**src/rtl/game_countdown_timer.sv**
```systemverilog
`default_nettype none
// game_countdown_timer: whole-second match clock with pause, bonus time,
// low-time flag and a game-over pulse for the on-screen timer display.
module game_countdown_timer #(
  parameter int TICK_DIV   = 25_000_000,
  parameter int START_TIME = 120,
  parameter int BONUS_TIME = 10,
  parameter int MAX_TIME   = 199,
  parameter int LOW_THRESH = 10
) (
  input  logic       clk,
  input  logic       reset,
  input  logic       start_btn,
  input  logic       pause_btn,
  input  logic       bonus,
  output logic [7:0] time_value,
  output logic       playing_reg,
  output logic       game_over,
  output logic       time_low,
  output logic       sec_tick
);

  localparam int            PW         = (TICK_DIV > 1) ? $clog2(TICK_DIV) : 1;
  localparam logic [PW-1:0] PRESC_LAST = PW'(TICK_DIV - 1);
  localparam logic [PW-1:0] PRESC_ONE  = PW'(1);
  localparam logic [7:0]    START_V8   = 8'(START_TIME);
  localparam logic [8:0]    BONUS_V    = 9'(BONUS_TIME);
  localparam logic [8:0]    MAX_V      = 9'(MAX_TIME);
  localparam logic [7:0]    MAX_V8     = 8'(MAX_TIME);
  localparam logic [8:0]    LOW_V      = 9'(LOW_THRESH);
  localparam logic          START_LOW  = (START_TIME > 0) && (START_TIME <= LOW_THRESH);

  typedef enum logic [1:0] {
    IDLE  = 2'd0,
    RUN   = 2'd1,
    PAUSE = 2'd2,
    OVER  = 2'd3
  } state_t;

  state_t        state;
  logic [PW-1:0] presc;
  logic          start_q;
  logic          pause_q;

  logic          start_rise;
  logic          pause_rise;
  logic          tick;
  logic          expire;
  logic          run_low;
  logic [8:0]    base;
  logic [8:0]    bonus_sum;
  logic [7:0]    bonus_sat;
  logic [7:0]    run_next;

  assign start_rise = start_btn & ~start_q;
  assign pause_rise = pause_btn & ~pause_q;
  assign tick       = (state == RUN) && (presc == PRESC_LAST);

  // A tick and a bonus in the same cycle combine; the 9-bit sum avoids wrap before saturation.
  assign base       = {1'b0, time_value} - {8'd0, tick};
  assign bonus_sum  = base + BONUS_V;
  assign bonus_sat  = (bonus_sum > MAX_V) ? MAX_V8 : bonus_sum[7:0];
  assign run_next   = bonus ? bonus_sat : base[7:0];
  assign expire     = tick && !bonus && (time_value == 8'd1);
  assign run_low    = (run_next != 8'd0) && ({1'b0, run_next} <= LOW_V);

  always_ff @(posedge clk) begin
    if (reset) begin
      state       <= IDLE;
      time_value  <= '0;
      playing_reg <= 1'b0;
      game_over   <= 1'b0;
      time_low    <= 1'b0;
      sec_tick    <= 1'b0;
      presc       <= '0;
      start_q     <= 1'b0;
      pause_q     <= 1'b0;
    end else begin
      start_q   <= start_btn;
      pause_q   <= pause_btn;
      game_over <= 1'b0;
      sec_tick  <= tick;

      case (state)
        IDLE: begin
          presc <= '0;
          if (start_rise) begin
            state       <= RUN;
            time_value  <= START_V8;
            playing_reg <= 1'b1;
            time_low    <= START_LOW;
          end else begin
            time_value  <= '0;
            playing_reg <= 1'b0;
            time_low    <= 1'b0;
          end
        end

        RUN: begin
          // The pause-rise cycle does not advance the prescaler, so the held
          // count is exactly the progress made into the current second.
          if (tick) begin
            presc <= '0;
          end else if (!pause_rise) begin
            presc <= presc + PRESC_ONE;
          end

          if (expire) begin
            state       <= OVER;
            time_value  <= '0;
            playing_reg <= 1'b0;
            time_low    <= 1'b0;
            game_over   <= 1'b1;
          end else begin
            state       <= pause_rise ? PAUSE : RUN;
            time_value  <= run_next;
            playing_reg <= 1'b1;
            time_low    <= run_low;
          end
        end

        PAUSE: begin
          playing_reg <= 1'b1;
          if (pause_rise) begin
            state <= RUN;
          end
        end

        OVER: begin
          presc       <= '0;
          time_value  <= '0;
          playing_reg <= 1'b0;
          time_low    <= 1'b0;
          if (start_rise) begin
            state <= IDLE;
          end
        end

        default: begin
          state <= IDLE;
        end
      endcase
    end
  end

endmodule
`default_nettype wire

```
**config.mk**
```make
export PLATFORM = sky130hd
export DESIGN_NAME = game_countdown_timer
export DESIGN_NICKNAME = d
export VERILOG_FILES = /design/src/rtl/game_countdown_timer.sv
export SDC_FILE = /design/constraint.sdc
export NUM_CORES = 1
export LEC_CHECK = 0
export ABC_AREA = 0
export BUFFER_PORTS_ARGS = -buffer_cell sky130_fd_sc_hd__buf_2
export CAP_MARGIN = 10
export CORE_MARGIN = 8
export CORE_UTILIZATION = 45
export CTS_BUF_LIST = sky130_fd_sc_hd__clkbuf_4 sky130_fd_sc_hd__clkbuf_8
export DETAILED_ROUTE_END_ITERATION = 16
export SYNTH_ARGS = -nofsm -noshare
export SYNTH_HDL_FRONTEND = slang
export SYNTH_SLANG_ARGS = --single-unit
```
**constraint.sdc**
```tcl
create_clock -name clk -period 3.9 [get_ports clk]
set_input_delay 0.78 -clock clk [delete_from_list [all_inputs] [get_ports clk]]
set_output_delay 0.78 -clock clk [all_outputs]
set_load 0.01 [all_outputs]
```
==> After elaboration in Yosys (flattened, before gate mapping) <==
Cells that the tools add are included.
{ "op_classes": {"addsub": 3, "order_cmp": 2, "n_eq_ne": 9, "muxes": 20, "bitwise_logic": 5, "n_reduce_logical": 13} }
{ "ops": {"columns": ["op", "count"], "rows": [
  ["$mux W25", 2],
  ["$pmux W25 S2", 1],
  ["$add A25 B1 Y25 const B", 1],
  ["$eq A25 B25 Y1 const B", 1],
  ["$mux W8", 3],
  ["$pmux W8 S3", 1],
  ["$mux W2", 5],
  ["$add A9 B4 Y9 const B", 1],
  ["$gt A9 B8 Y1 const B", 1],
  ["$sub A8 B1 Y9", 1],
  ["$eq A8 B1 Y1 const B", 1],
  ["$le A8 B4 Y1 const B", 1],
  ["$pmux W2 S4", 1],
  ["$reduce_bool A8 Y1", 1],
  ["$mux W7", 1],
  ["$ne A2 B2 Y1 const B", 3],
  ["$eq A2 B2 Y1 const B", 2],
  ["$logic_and A1 B1 Y1", 4],
  ["$mux W1", 4],
  ["$pmux W1 S4", 1],
  ["$reduce_or A2 Y1", 2],
  ["$ne A3 B3 Y1 const B", 1],
  ["$not A1 Y1", 3],
  ["$reduce_and A3 Y1", 1],
  ["8 further kinds", 9]
]} }
{ "totals": {"reg_bits": 41, "in_bits": 5, "out_inout_bits": 12} }

==> Longest topological paths before layout <==
Gate-level depths: netlist (run 1).
{ "logic_depth": {"depth_word": 11, "depth_mapped": 21} }

==> Least setup slack after synthesis (run 1) <==
Ideal clock, no wire load.
{ "synth_path": {"path_kind": "reg2reg", "start": "register state[1]", "end": "register time_value[4]", "arrival_time_ps": 4174, "slack_ps": -348, "stages_incl_launch_ff": 21, "n_path_buf": 3, "period_less_slack_ps": 4248, "cell_sequence": "dfxtp_1 -> inv_1 -> ha_1 -> buf_6 -> nor4bb_1 -> nand4_1 -> or3_1 -> inv_1 -> ha_1 -> ha_1 -> buf_4 -> or3b_1 -> buf_6 -> o31a_1 -> nor2_4 -> a211oi_1 -> a311oi_2 -> o2bb2ai_1 -> nor3b_2 -> or4_1 -> a31oi_1"} }
{ "synth_via": {"elab_chain_cells": 9} }
{ "synth_lines": {"columns": ["element", "line", "source"], "rows": [
  ["from (decl)", "40", "state_t state;"],
  ["from (signal assigned)", "115", "state <= pause_rise ? PAUSE : RUN;"],
  ["$eq A2 B1 Y1 *", "57", "assign tick = (state == RUN) && (presc == PRESC_LAST);"],
  ["$logic_and A1 B1 Y1 *", "57", null],
  ["via tick", "47", "logic tick;"],
  ["$sub A8 B1 Y9", "60", "assign base = {1'b0, time_value} - {8'd0, tick};"],
  ["$add A9 B4 Y9", "61", "assign bonus_sum = base + BONUS_V;"],
  ["$gt A9 B8 Y1", "62", "assign bonus_sat = (bonus_sum > MAX_V) ? MAX_V8 : bonus_sum[7:0];"],
  ["$mux W8", "62", null],
  ["$mux W8", "63", "assign run_next = bonus ? bonus_sat : base[7:0];"],
  ["$mux W8 *", "108", "if (expire) begin"],
  ["$pmux W8 S3 *", "84", "case (state)"],
  ["to (signal assigned)", "116", "time_value <= run_next;"],
  ["to (decl)", "16", "output logic [7:0] time_value,"]
]} }
The timed path passes the listed nets; every way through them passes the cells marked *.
A chain may end at the register's enable or synchronous reset.

==> Worst setup path in the final report (run 1) <==
{ "layout_path": {"start": "register state[1]", "end": "register time_value[3]"} }
The elaborated chain is that of the path after synthesis.

==> results.toml, run 1 <==
[power]
intPower_w = 0.000735
p_clk_share_pct = 35.0
p_comb_share_pct = 20.8
netSwitchingPower_w = 0.000298
seqPwrFrac_pct = 44.3
p_sw_share_pct = 28.8
p_leak_nw = 1.21
vdd_ir_drop_max_mv = 0.284
power.density_nw_per_um2 = 326

[sta]
rsz0062_at_grt = "true"
slew_viol_final = 0
hold_violations = 0
setup_violations = 0
fmax_mhz = 262
skew_ns = 0.00603
slew_headroom_pct = 56.0
worstMarginPinSlew_ns = 0.659
min_period_over_period_pct = 97.9
setup_ws_ns = 0.0806
post-route-min-period_ns = 3.82
hold_slack_ns = 0.486

[place]
globalplace.congestion = 0.862
dp.cells = 429
detailed_place_hpwl_mm = 4.82
pre_cts_slack_ns = 0.0104
placed_cell_area_sq_um = 2930
io_buffer_count = 16

[cells_and_area]
fin_util_pct = 54.1
reg_top3 = "presc (25), time_value (8), state (2)"
fillers = 574
fin_cells = 442
largest_register_ffs = 25
fin_area_sq_um = 3170
final_layout_size_suffix_gt1_share_pct = 21.5
syn_to_final_growth_pct = 17.8
regMostFlops = "presc"
layout.nets = 382
antennaDiodeCount = 0

[detailed_routing]
finalWirelength_mm = 6.77
viasPerCell = 5.67
ant_nets = 0
wl_per_cell_um = 15.3
drc = 0
first_pass_iters = 4
vias = 2505
drtIter0Drc = 247

[global_routing]
grt_pass1_wl_mm = 11.2
grt_pass1_vias = 2341
grtUsageTotal_pct = 15.5
grt-ovfl-total = 0
antenna_found_initial = 0
grt_max_degree = 20

[synth]
synthFlopType = "dfxtp_1"
ys_seq_area_share_pct = 30.5
synth_area_leaders = "dfxtp_1 (31%), nor2_1 (7.4%), xnor2_1 (5.2%)"
synth.distinct_cells = 63
synth-seq-cells = 41
synthCells = 336
yosys_warnings = 0
avgSynthCellArea_sq_um = 8.01
synth_edf_count = 0
synth.cell_area_sq_um = 2690
async_reset_ff_share_pct = 0
synthesis.nets = 352
synth_top_area_cell = "dfxtp_1"
yosysTopAreaCellShare_pct = 30.5

[status]
status = "finished, final reports clean"

[cts]
cts.sinks = 41
clk_pin_slew_ns = 0.08
cts_tree = "yes"
holdBufCountCts = 0
insertion_delay_ns = 0.29
root_buffer = "clkbuf_8"
clockBufferDepth = 2
cts_max_level = 2
cts_inserted_buffers = 5

[flow_run]
maxCapViolations = 0

[critical_path]
worst_r2r_startpoint = "state[1]"
critical_path_class = "reg2reg"
endpoint_kind = "flop"
cp-endpoint = "time_value[3]"
worstSetupStartpointType = "flop"
worst_r2r_path_depth = 17
r2r-end = "time_value[3]"
rrSetupSlack_ns = 0.08
cp_max_fo = 5
crit_arrival_ns = 4.04
worstPathRequired_ns = 4.12
startpoint = "state[1]"

[floorplan]
die_w_um = 93.3
ios = 17
coreArea_sq_um = 5850
fp.dieH_um = 93.3
start_util_pct = 46.0
fp-row-count = 28
die_area_sq_um = 8710

[min_path]
holdCritPathClass = "reg2reg"
layer usage:
| metal | wire, um | global-route usage, % | vias up |
|---|---|---|---|
| met5 | 0 | 0 | - |
| met2 | 3220 | 25.2 | 43 |
| met1 | 3250 | 20.3 | 1198 |
| li1 | - | - | 1257 |
| met4 | 73 | 4.97 | 0 |
| met3 | 233 | 2.48 | 7 |
cell type report:
class / instances / area (sq um) / share of cell area [%]
Tap cell: 75 / 93.8 / 2.96
Clock buffer: 7 / 90.1 / 2.84
Sequential cell: 41 / 826 / 26.1
Clock inverter: 1 / 30.0 / 0.948
Inverter: 13 / 53.8 / 1.70
Multi-Input combinational cell: 265 / 1810 / 57.3
Timing Repair Buffer: 40 / 260 / 8.21
kinds of logic (layout without fill, tap and decap cells):
family / Yosys count / count (layout) / share of synthesized area (%)
AND/OR/NAND/NOR: 156 / 156 / 30.6
multiplexers: 3 / 3 / 1.12
flip-flops: 41 / 41 / 30.5
buffers and inverters: 30 / 61 / 6.79
XOR/XNOR: 27 / 27 / 8.79
adder cells (fa/ha/maj): 11 / 11 / 5.12
AO/OA/AOI/OAI: 68 / 68 / 17.1
power groups by stage:
stage | logic, W | registers [W] | clock network [W]
4_1_cts | 0.000204 | 0.000456 | 0.000371
3_3_place_gp | 0.000201 | 0.000465 | 0
6_report | 0.000214 | 0.000457 | 0.000361
2_1_floorplan | 0.000155 | 0.000458 | 0
3_5_place_dp | 0.000203 | 0.000465 | 0
5_1_grt | 0.000237 | 0.000460 | 0.000387
stage by stage:
stage / total power, W / TNS (ns)
after floorplan: 0.000614 / -0.00840
after global placement: 0.000666 / 0
after detailed placement: 0.000668 / 0
after CTS: 0.00103 / 0
after global routing: 0.00108 / -0.364
final: 0.00103 / 0
layout by cell type, fill, tap and decap left out, types with 3 or more instances in the layout:
cell type	n
nand2b_1	5
ha_4	3
nand4_1	10
and3_1	8
nor3_1	4
nand3_1	16
xor2_1	10
nor4_1	3
nor2b_1	9
buf_4	24
nand2_1	23
a31oi_1	6
mux2i_1	3
clkbuf_8	6
a22oi_1	3
dfxtp_1	39
xnor2_1	16
nor2_1	53
a21oi_1	13
or3_1	3
nor3b_1	3
ha_1	8
o21ai_0	16
inv_1	11
buf_2	16
what timing repair did:
action | in CTS | in global routing
gates resized for setup | 2 | 14
buffers inserted | 0 | 5
pin swaps | 1 | 10
endpoints found under the setup margin | 3 | 5
how the worst min path moves through the flow:
stage	startpoint	end	slack [ns]	cells past startpoint
2_1_floorplan	presc[12]	presc[12]	0.45	1
3_3_place_gp	presc[12]	presc[12]	0.48	1
3_5_place_dp	presc[12]	presc[12]	0.48	1
4_1_cts	presc[12]	presc[12]	0.49	1
5_1_grt	state[0]	state[0]	0.52	2
6_report	presc[12]	presc[12]	0.49	1
worst max-delay path, cell delays in order, from the launching register on:
cell and delay (ns):
dfxtp_4 0.36, inv_4 0.06, ha_4 0.12, nor4bb_4 0.17
nand4_1 0.11, or3_4 0.36, inv_4 0.07, ha_4 0.14
buf_4 0.12, nor3b_1 0.30, xnor2_1 0.28, xnor2_1 0.18
a211oi_2 0.26, nor2_1 0.12, nor4_2 0.40, nor3b_2 0.12
or4_1 0.40, a31oi_1 0.16
synth_stat cells (all sizes together) (3+ instances only):
library cell  count
nor2             54
dfxtp            41
nand2            23
o21ai            18
nand3            17
xnor2            16
a21oi            13
inv              13
ha               11
xor2             11
nand4            10
buf               9
nor2b             9
and3              8
a31oi             7
clkbuf            7
nor4              6
nand2b            5
or3               5
nor3              4
nor3b             4
a22oi             3
mux2i             3
or4               3
(Power assumes the default switching activity.)
==> run 2: changes to the inputs <==
CELL_PAD_IN_SITES_DETAIL_PLACEMENT = 1   (was not set)
CELL_PAD_IN_SITES_GLOBAL_PLACEMENT = 2   (was not set)
CORE_UTILIZATION = 34   (was 45)
PLACE_DENSITY_LB_ADDON = 0.1   (was not set)
==> run 2 against run 1 <==
- non-clock buffer count up 15
- final cell count up 9.3%
- critical path type unchanged
- global-route usage down 0.94 points
==> results.toml, run 2 (synthesized netlist as in run 1, its figures left out) <==
[place]
dp.cells = 472
io_buffer_count = 16
globalplace.congestion = 0.808
detailed_place_hpwl_mm = 5.88

[min_path]
holdCritPathClass = "reg2reg"
holdPathEnd = "time_value[0]"
holdCritStartpoint = "time_value[0]"
min_delay_path_depth = 2

[sta]
slew_viol_final = 0
slew_headroom_pct = 62.3
setup_tns_ns = 0
post-route-min-period_ns = 3.84
min_period_over_period_pct = 98.3
rsz0062_at_grt = "true"
skew_ns = 0.00791
fmax_mhz = 261
worstMarginPinSlew_ns = 0.564
setup_violations = 0
hold_violations = 0

[global_routing]
grtUsageTotal_pct = 14.5
antenna_found_initial = 0
grt_pass1_vias = 2632
grt-ovfl-total = 0
grt_max_degree = 20
grt_pass1_wl_mm = 13.4

[power]
p_sw_share_pct = 32.3
p_comb_share_pct = 23.4
netSwitchingPower_w = 0.000311
vdd_ir_drop_max_mv = 0.136
p_clk_share_pct = 29.6
total_power_w = 0.000964
intPower_w = 0.000653
power.density_nw_per_um2 = 295
p_leak_nw = 1.27
seqPwrFrac_pct = 46.9

[status]
status = "finished, final reports clean"

[floorplan]
fp.dieH_um = 105
coreArea_sq_um = 7690
die_w_um = 105
start_util_pct = 35.0
ios = 17
fp-row-count = 32
die_area_sq_um = 11000

[critical_path]
cp_max_fo = 7
worstSetupStartpointType = "flop"
worst_r2r_startpoint = "state[1]"
crit_arrival_ns = 4.06
endpoint_kind = "flop"
worstPathRequired_ns = 4.12
worst_r2r_path_depth = 17
critical_path_class = "reg2reg"
rrSetupSlack_ns = 0.06
r2r-end = "time_value[3]"

[cells_and_area]
fin_cells = 483
reg_top3 = "presc (25), time_value (8), state (2)"
antennaDiodeCount = 0
final_common_cell = "nor2_1"
fillers = 954
mostFrequentLayoutCells = "nor2_1 (52), dfxtp_1 (39), buf_4 (39)"
final_layout_size_suffix_gt1_share_pct = 25.2
largest_register_ffs = 25
syn_to_final_growth_pct = 21.5
layout.nets = 397
regMostFlops = "presc"

[detailed_routing]
ant_nets = 0
finalWirelength_mm = 7.82
wl_per_cell_um = 16.2
first_pass_iters = 4
viasPerCell = 5.32
drc = 0
vias = 2570
drtIter0Drc = 110

[cts]
clk_pin_slew_ns = 0.08
insertion_delay_ns = 0.30
root_buffer = "clkbuf_8"
cts_tree = "yes"
cts_max_level = 2
cts.sinks = 41
cts_inserted_buffers = 5
clockBufferDepth = 2

[flow_run]
maxCapViolations = 0
[run 2: per-stage QoR]
stage	utilization (%)	cell area, sq um	worst slack (ns)	hold slack [ns]
2_1_floorplan	-	2750	-0.00420	0.445
3_3_place_gp	40.2	3090	-0.128	0.470
3_5_place_dp	40.2	3090	-0.126	0.485
4_1_cts	41.6	3200	0.0117	0.497
5_1_grt	42.5	3270	-0.103	0.510
6_report	42.5	3270	0.0647	0.492
[run 2: how the worst max path moves through the flow]
stage / slack, ns / startpoint / to
global placement: -0.13 / presc[10] / time_value[4]
detailed placement: -0.13 / presc[10] / time_value[3]
finish: 0.06 / state[1] / time_value[3]
global route: -0.10 / state[1] / time_value[3]
floorplan: -0.004 / state[1] / time_value[4]
CTS: 0.01 / state[1] / time_value[3]
[run 2: area by class of cell]
| type | instances | area [sq um] | share of cell area (%) |
|---|---|---|---|
| multi-input cells | 265 | 1810 | 55.2 |
| flip-flops and latches | 41 | 826 | 25.3 |
| repair buffers | 55 | 373 | 11.4 |
| well taps | 102 | 128 | 3.91 |
| clock buffers | 6 | 76.3 | 2.34 |
| inverters | 13 | 51.3 | 1.57 |
| clock inverters | 1 | 8.76 | 0.268 |
[run 2: power by group through the flow]
| stage | logic (W) | clock network, W | registers, W |
|---|---|---|---|
| 2_1_floorplan | 0.000155 | 0 | 0.000458 |
| 4_1_cts | 0.000223 | 0.000300 | 0.000453 |
| 3_3_place_gp | 0.000220 | 0 | 0.000462 |
| 3_5_place_dp | 0.000221 | 0 | 0.000462 |
| 5_1_grt | 0.000255 | 0.000318 | 0.000456 |
| 6_report | 0.000226 | 0.000286 | 0.000453 |
[run 2: routing by layer]
metal | up-vias | global-route usage, % | share of wire [%]
met5 | - | 0 | 0
met4 | 0 | 3.57 | 1.0
met3 | 8 | 2.58 | 1.9
met2 | 21 | 22.6 | 45
met1 | 1254 | 20.2 | 52
li1 | 1287 | - | -
[run 2: repair_timing]
action / in CTS / in global routing
pin swaps: 3 / 4
endpoints found under the setup margin: 3 / 4
resized for setup: 4 / 13
hold buffers: 0 / 0
buffers inserted: 1 / 3
[run 2: worst max-delay path, stage by stage, from the launching register on]
cell and delay [ns]:
dfxtp_2 0.33, inv_2 0.07, ha_4 0.12, nor4bb_1 0.21
nand4_1 0.11, or3_4 0.36, inv_4 0.08, ha_4 0.15
ha_4 0.12, or3b_4 0.42, o31a_1 0.31, nor2_4 0.16
a211oi_1 0.08, a311oi_2 0.37, o2bb2ai_2 0.20, nor3b_2 0.11
or4_1 0.42, a31oi_1 0.13
==> run 3: changes to the inputs <==
CORE_MARGIN = not set   (was 8)
CTS_BUF_LIST = sky130_fd_sc_hd__clkbuf_8   (was sky130_fd_sc_hd__clkbuf_4 sky130_fd_sc_hd__clkbuf_8)
==> run 3 against run 2 <==
- utilization decreased by 0.52 points
- wire length decreased by 3.2%
- fmax decreased by 0.21%
- first-iteration DRC count decreased by 42%
- hold slack got worse by 0.0063 ns
- global-route usage increased by 4.5 points
- non-clock buffer count decreased by 8
- total power decreased by 0.87%
- via count decreased by 2.7%
- die area decreased by 25%
- sequential power about the same
- combinational power about the same
- critical path type unchanged
==> results.toml, run 3 (synthesized netlist as in run 1, its figures left out) <==
[floorplan]
fp-row-count = 32
coreArea_sq_um = 7690
fp.dieH_um = 91.0
die_w_um = 91.0
ios = 17
die_area_sq_um = 8270
start_util_pct = 35.0

[sta]
post-route-min-period_ns = 3.84
hold_violations = 0
worstMarginPinSlew_ns = 0.659
hold_slack_ns = 0.485
min_period_over_period_pct = 98.5
skew_ns = 0.0101
rsz0062_at_grt = "true"
slew_viol_final = 0
setup_violations = 0
fmax_mhz = 260
slew_headroom_pct = 55.9

[cts]
holdBufCountCts = 0
cts_tree = "yes"
cts_max_level = 2
insertion_delay_ns = 0.30
cts.sinks = 41
clk_pin_slew_ns = 0.09
clockBufferDepth = 2
cts_inserted_buffers = 5
root_buffer = "clkbuf_8"

[power]
p_sw_share_pct = 32.7
p_leak_nw = 1.25
power.density_nw_per_um2 = 296
seqPwrFrac_pct = 47.1
p_comb_share_pct = 23.8
intPower_w = 0.000643
p_clk_share_pct = 29.1
vdd_ir_drop_max_mv = 0.133
netSwitchingPower_w = 0.000313

[detailed_routing]
route.met2.wl_mm = 3.43
finalWirelength_mm = 7.57
wl_met1_mm = 3.93
dr.max_layer_used = "met4"
viasPerCell = 5.27
ant_nets = 0
drc = 0
wl_per_cell_um = 15.9
first_pass_iters = 5
vias = 2501
wl_met3_um = 148
drtIter0Drc = 64

[cells_and_area]
fillers = 944
multi_input_area_sq_um = 1830
reg_top3 = "presc (25), time_value (8), state (2)"
syn_to_final_growth_pct = 20.0
regMostFlops = "presc"
fin_area_sq_um = 3230
fin_cells = 475
final_layout_size_suffix_gt1_share_pct = 24.4
layout.nets = 389
final_common_cell = "nor2_1"
largest_register_ffs = 25
mostFrequentLayoutCells = "nor2_1 (51), dfxtp_1 (37), buf_4 (31)"
layout.area.seq_sq_um = 828
antennaDiodeCount = 0

[critical_path]
cpMostUsedCell = "ha_4"
crit_arrival_ns = 4.06
worstSetupStartpointType = "flop"
cp_slowest_cell = "or3b_4"
cp_max_fo = 7
worstPathRequired_ns = 4.12
critPathBufInv = 3
critical_path_class = "reg2reg"
endpoint_kind = "flop"
slowest_delay_ns = 0.42
crit_family = "simple AND/OR/NAND/NOR gates"
path_cells = "inv_2 > ha_4 > nor4bb_4 > nand4_1 > or3_4 > inv_4 > ha_4 > ha_4 > or3b_4 > o31a_1 > nor4_2 > a311oi_2 > buf_4 > nor4_4 > nor3b_2 > or4_1 > a31oi_1"

[place]
placed_cell_area_sq_um = 3030
io_buffer_count = 16
detailed_place_hpwl_mm = 5.69
dp.cells = 465
globalplace.congestion = 0.788

[global_routing]
grt_pass1_wl_mm = 12.7
grtUsageTotal_pct = 19.0
grt_max_degree = 20
antenna_found_initial = 0
grt-ovfl-total = 0
grt_pass1_vias = 2529

[min_path]
holdCritPathClass = "reg2reg"

[flow_run]
maxCapViolations = 0

[status]
status = "finished, final reports clean"
==> run 3: cell type report <==
type | instances | share of cell area [%]
multi-input cells | 265 | 56.6
repair buffers | 47 | 9.69
clock buffers | 5 | 2.13
inverters | 13 | 1.59
flip-flops and latches | 41 | 25.7
well taps | 102 | 3.95
clock inverters | 2 | 0.388
==> run 3: per-stage QoR <==
stage / utilization, % / setup TNS [ns] / setup WS (ns) / power (W)
6_report: 42.0 / 0 / 0.0566 / 0.000956
5_1_grt: 42.0 / -0.355 / -0.148 / 0.00102
4_1_cts: 40.8 / 0 / 0.00271 / 0.000961
3_5_place_dp: 39.5 / -0.278 / -0.102 / 0.000680
3_3_place_gp: 39.5 / -0.105 / -0.105 / 0.000679
2_1_floorplan: - / -0.00840 / -0.00420 / 0.000614
==> run 3: worst reg2reg max path, cell delays in order (launching register included) <==
cell      delay, ns
dfxtp_2        0.33
inv_2          0.07
ha_4           0.13
nor4bb_4       0.18
nand4_1        0.11
or3_4          0.35
inv_4          0.09
ha_4           0.15
ha_4           0.12
or3b_4         0.42
o31a_1         0.33
nor4_2         0.34
a311oi_2       0.11
buf_4          0.19
nor4_4         0.17
nor3b_2        0.11
or4_1          0.40
a31oi_1        0.18
==> run 3: power by group through the flow <==
stage	Sequential (W)	Combinational, W	Clock (W)
final	0.000450	0.000227	0.000278
after global routing	0.000453	0.000254	0.000310
after CTS	0.000451	0.000221	0.000289
after detailed placement	0.000461	0.000219	0
after global placement	0.000460	0.000219	0
after floorplan	0.000458	0.000155	0
==> run 3: path summary, 6_finish.rpt <==
kind	start	slack, ns	depth (start not counted)	end
worst max-delay path	state[1]	0.06	17	time_value[4]
worst min-delay path	time_value[0]	0.49	2	time_value[0]
worst max register to register	state[1]	0.06	17	time_value[4]
worst min register to register	time_value[0]	0.49	2	time_value[0]
==> run 3: layer usage <==
layer  GRT usage, %  up-vias
met1           28.2     1203
met3           3.10        5
met2           28.9       19
met4           3.70        0
li1               -     1274
met5              0        -
==> run 3: timing repair <==
| action | in CTS | in global routing |
|---|---|---|
| pin swaps | 3 | 13 |
| setup endpoints to repair | 3 | 4 |
| setup buffers | 0 | 3 |
| resized for setup | 5 | 16 |
